<file path="config.mk">
export PLATFORM = sky130hd
export DESIGN_NAME = fetch_unit
export DESIGN_NICKNAME = d
export VERILOG_FILES = /design/src/rtl/fetch_unit.sv
export SDC_FILE = /design/constraint.sdc
export NUM_CORES = 1
export LEC_CHECK = 0
export CELL_PAD_IN_SITES_DETAIL_PLACEMENT = 1
export CELL_PAD_IN_SITES_GLOBAL_PLACEMENT = 1
export CORE_ASPECT_RATIO = 1.2
export CORE_UTILIZATION = 36
export DETAILED_ROUTE_END_ITERATION = 8
export GPL_TIMING_DRIVEN = 1
export PLACE_DENSITY = 0.87
export SLEW_MARGIN = 20
export SYNTH_ARGS = -nofsm -noshare
export SYNTH_HDL_FRONTEND = slang
export SYNTH_SLANG_ARGS = --single-unit
</file>
<file path="constraint.sdc">
create_clock -name clk -period 1.9 [get_ports clk]
set_input_delay 0.38 -clock clk [delete_from_list [all_inputs] [get_ports clk]]
set_output_delay 0.38 -clock clk [all_outputs]
set_load 0.02 [all_outputs]
</file>
<file path="src/rtl/fetch_unit.sv">
// Instruction fetch stage: owns the pc, reads a combinational imem and buffers {pc, instr} for decode.
// Optional halt-on-unimp behaviour is enabled with `define FETCH_HALT_ON_UNIMP_EN.
module fetch_unit #(
   parameter logic [31:0] RESET_PC   = 32'h0000_0000,
   parameter int          IMEM_BYTES = 1024,
   parameter int          FIFO_DEPTH = 2
) (
   input  logic        clk,
   input  logic        rst_n,
   output logic [31:0] imem_addr,
   input  logic [31:0] imem_instr,
   input  logic        redirect_valid,
   input  logic [31:0] redirect_pc,
   output logic        out_valid,
   input  logic        out_ready,
   output logic [31:0] out_instr,
   output logic [31:0] out_pc,
   output logic        misalign,
   output logic        range_err,
   output logic        halted
);

   localparam int PW = (FIFO_DEPTH > 1) ? $clog2(FIFO_DEPTH) : 1;
   localparam int CW = $clog2(FIFO_DEPTH + 1);
   localparam logic [31:0]   LIMIT   = 32'(IMEM_BYTES);
   localparam logic [CW-1:0] DEPTH_C = CW'(FIFO_DEPTH);
   localparam logic [CW-1:0] CNT_ONE = CW'(1);
   localparam logic [PW-1:0] PTR_ONE = PW'(1);

   logic [31:0]   pc;
   logic [CW-1:0] count;
   logic [PW-1:0] wptr;
   logic [PW-1:0] rptr;
   logic [31:0]   buf_pc    [FIFO_DEPTH];
   logic [31:0]   buf_instr [FIFO_DEPTH];
   logic          range_cond;
   logic          pop;
   logic          push;
   logic          mis_q;
   logic          range_q;
   logic          halt_q;

   assign imem_addr  = pc;
   assign out_valid  = (count != '0);
   assign out_pc     = buf_pc[rptr];
   assign out_instr  = buf_instr[rptr];
   assign misalign   = mis_q;
   assign range_err  = range_q;
   assign halted     = halt_q;

   assign range_cond = (pc >= LIMIT);
   assign pop        = out_valid & out_ready;
   // A pop frees a slot this cycle, so a full FIFO still accepts a new word.
   assign push       = !redirect_valid & !range_cond & !halt_q & ((count < DEPTH_C) | pop);

   always_ff @(posedge clk or negedge rst_n) begin
      if (!rst_n) begin
         pc      <= RESET_PC;
         count   <= '0;
         wptr    <= '0;
         rptr    <= '0;
         mis_q   <= 1'b0;
         range_q <= 1'b0;
         for (int i = 0; i < FIFO_DEPTH; i++) begin
            buf_pc[i]    <= '0;
            buf_instr[i] <= '0;
         end
      end else if (redirect_valid) begin
         // Redirect squashes everything buffered, including a head popped this cycle.
         pc      <= {redirect_pc[31:2], 2'b00};
         count   <= '0;
         wptr    <= '0;
         rptr    <= '0;
         mis_q   <= |redirect_pc[1:0];
         range_q <= 1'b0;
      end else begin
         mis_q <= 1'b0;
         if (range_cond)
            range_q <= 1'b1;
         if (push) begin
            buf_pc[wptr]    <= pc;
            buf_instr[wptr] <= imem_instr;
            wptr            <= wptr + PTR_ONE;
            pc              <= pc + 32'd4;
         end
         if (pop)
            rptr <= rptr + PTR_ONE;
         if (push && !pop)
            count <= count + CNT_ONE;
         else if (!push && pop)
            count <= count - CNT_ONE;
      end
   end

`ifdef FETCH_HALT_ON_UNIMP_EN
   localparam logic [31:0] UNIMP = 32'hc000_1073;

   always_ff @(posedge clk or negedge rst_n) begin
      if (!rst_n)
         halt_q <= 1'b0;
      else if (redirect_valid)
         halt_q <= 1'b0;
      else if (push && (imem_instr == UNIMP))
         halt_q <= 1'b1;
   end
`else
   assign halt_q = 1'b0;
`endif

endmodule
</file>
==> summary.md <==
| Metric | Value |
|---|---|
| Die width | `129 microns` |
| Synthesized area per cell | `14.5 sq um` |
| Crit end category | `flop` |
| Die height | `154 microns` |
| Final global-route overflow total | `0` |
| Initial antenna violation count | `0` |
| Startpoint type of the worst setup path | `flop` |
| Clock latency on the worst-skew pair | `0.42 ns` |
| Cell area power density | `685 nW/um^2` |
| Post-synth top area share | `57.7%` |
| Longest Clk Path Bufs | `2` |
| Finished Layout Cells | `983` |
| Most frequent cells in the layout | `151 x dfrtp_1, 118 x mux2_4, 79 x buf_6` |
| Required time worst endpoint | `2.20 ns` |
| Worst Hold Class | `input port to asynchronous set/reset pin` |
| I/O pins | `168` |
| Post-layout min period | `2.21 ns` |
| Iter 0 DRT Violations | `163` |
| Setup CP Type | `flop to flop` |
| Row cnt | `55` |
| Mapped cell area | `6940 sq um` |
| Commonest non-fill, non-tap cell in the layout | `dfrtp_1` |
| Crit path from | `imem_addr[23]` |
| Starting density of the core | `36.8%` |
| GPL Wtd Cong | `0.829` |
| Slew Viols, Final | `0` |
| Final hold violation count | `0` |
| Crit path DAT | `2.52 ns` |
| Share of cells above drive strength 1 | `52.0%` |
| Area growth, synth to finish | `55.7%` |
| TNS Setup | `-36.13 ns` |
| Final instance area | `10800 sq um` |
| Syn Inst Count | `477` |
| Routed WL | `20200 microns` |
| Global-route wire length before repair | `31600 microns` |
| Total GRT Usage | `21.1%` |
| Reg clk slew, reported paths | `0.07 ns` |
| Setup Skew | `0.0109 ns` |
| Max Cap Violations | `0` |
| Overall Power | `7400 uW` |
| TritonCTS Buffers | `17` |
| CTS tree | `yes` |
| DPL Wire Length | `12500 microns` |
| Register area share after synthesis | `57.7%` |
| First-pass DRT Iterations | `4` |
| Post-synth cell types | `32` |
| PortBufs | `162` |
| Final period utilization | `116%` |
| Clock sink count | `160` |
| Antenna Nets Post-Route | `0` |
| Leakage | `0.00527 uW` |
| Crit-path max FO | `18` |
| Yosys reg bits | `160` |
| FMAX | `452 MHz` |
| Inserted Diodes | `0` |
| Placed inst area | `9270 sq um` |
| Failing checks | `negative setup slack` |
| Top post-synthesis cells by area | `dfrtp_1 58%, mux2_2 21%, mux2_4 8.2%, and2_1 2.2%, nor2b_1 2.2%` |
| CTS root buf | `clkbuf_16` |
| Layout fillers | `1839` |
| Final worst slack | `-0.311 ns` |
| Outcome | `finished with violations` |
| Core region area | `18900 sq um` |
| DR vias | `4745` |
| Nets | `784` |
| Synth Warn # | `0` |
| Unrepaired setup endpoints after global routing | `yes` |
| Clock H-tree levels | `4` |
| Dpl cells | `915` |
| Maximum VDD drop | `649 uV` |
| # setup viols final | `182` |
| DIE AREA | `19800 sq um` |
| Post-synthesis cell type with the largest combined area | `dfrtp_1` |
| R2R Path Start | `imem_addr[23]` |
| Largest net degree at the start of global routing | `47` |
| Vias/cell | `4.83` |
| Number of global-route vias before repair | `5518` |
| Wire per inst | `20.6 microns` |
| Drt drc | `0` |
[cell usage after synthesis, drive strengths merged]
library cell	instances
a211oi	2
a21oi	3
conb	1
nand4	4
nor3	1
nor3b	1
ha	2
nor4	8
nand2	10
buf	22
xnor2	4
nand3	4
and2	24
or3	2
or2	1
o21a	1
nand2b	2
mux2	166
dfrtp	160
nor2	6
xor2	5
clkbuf	9
o21ai	6
and4	1
and3	4
nor2b	24
inv	4
[per-layer routing]
layer / up-vias / GRT usage, % / share of wire (%)
met5: - / 0 / 0
met4: 0 / 6.78 / 1.8
met3: 21 / 5.29 / 5.0
met2: 137 / 36.8 / 54
met1: 2454 / 25.4 / 39
li1: 2133 / - / -
[path summary, 6_finish.rpt]
kind                                  to  slack (ns)  cells after the start
min in group clk              buf_pc[62]        0.48                      1
setup / recovery           buf_instr[33]       -0.31                      6
max in group asynchronous     buf_pc[53]        0.87                      3
hold reg to reg               buf_pc[62]        0.48                      1
hold / removal                  misalign        0.45                      2
setup reg to reg           buf_instr[33]       -0.31                      6
[flip-flops by register name (all words and copies together) (netlist names)]
register   cells
wptr           1
buf_instr     64
misalign       1
imem_addr     30
count          2
range_err      1
rptr           1
buf_pc        60
[power by group]
part           total [uW]  internal [uW]  switching [uW]  leakage, uW
clock network        3200           1720            1470     0.000255
registers            3550           3470            78.7      0.00216
logic                 656            344             312      0.00286
[critical path, stage by stage (launching register included)]
cell     delay (ns)
dfrtp_2        0.43
nor4_4         0.33
and4_4         0.31
nand2_4        0.07
or3_4          0.42
buf_12         0.20
mux2_4         0.31
[what timing repair did]
action	4_1_cts	5_1_grt
endpoints found under the hold margin	36	0
hold buffers	1	0
resized for setup	394	140
buffers inserted	21	5
gates cloned	8	4
setup endpoints to repair	218	191
pin swaps	4	11
[cell families after synthesis]
group                    after synthesis  synth area share, %
other                                  1               0.0540
XOR/XNOR                               9                 1.14
AO/OA/AOI/OAI                         12                0.974
adder cells (fa/ha/maj)                2                0.361
buffers and inverters                 35                 2.83
flip-flops                           160                 57.7
multiplexers                         166                 29.0
AND/OR/NAND/NOR                       92                 7.95
[area by class of cell]
type | count | area, sq um | share of cell area [%]
clock buffers | 18 | 439 | 4.06
clock inverters | 14 | 109 | 1.01
well taps | 256 | 320 | 2.96
multi-input cells | 286 | 3160 | 29.2
inverters | 4 | 15.0 | 0.139
repair buffers | 245 | 2750 | 25.5
flip-flops and latches | 160 | 4020 | 37.2
[stage by stage]
stage | hold WS [ns] | util (%) | setup WS [ns]
after global placement | 0.318 | 49.2 | -0.452
after CTS | 0.425 | 54.2 | -0.276
after floorplan | 0.0844 | - | -0.262
after global routing | 0.478 | 57.3 | -0.347
final | 0.447 | 57.3 | -0.311
after detailed placement | 0.323 | 49.2 | -0.561
No activity file was read; power rests on OpenSTA's default activity.
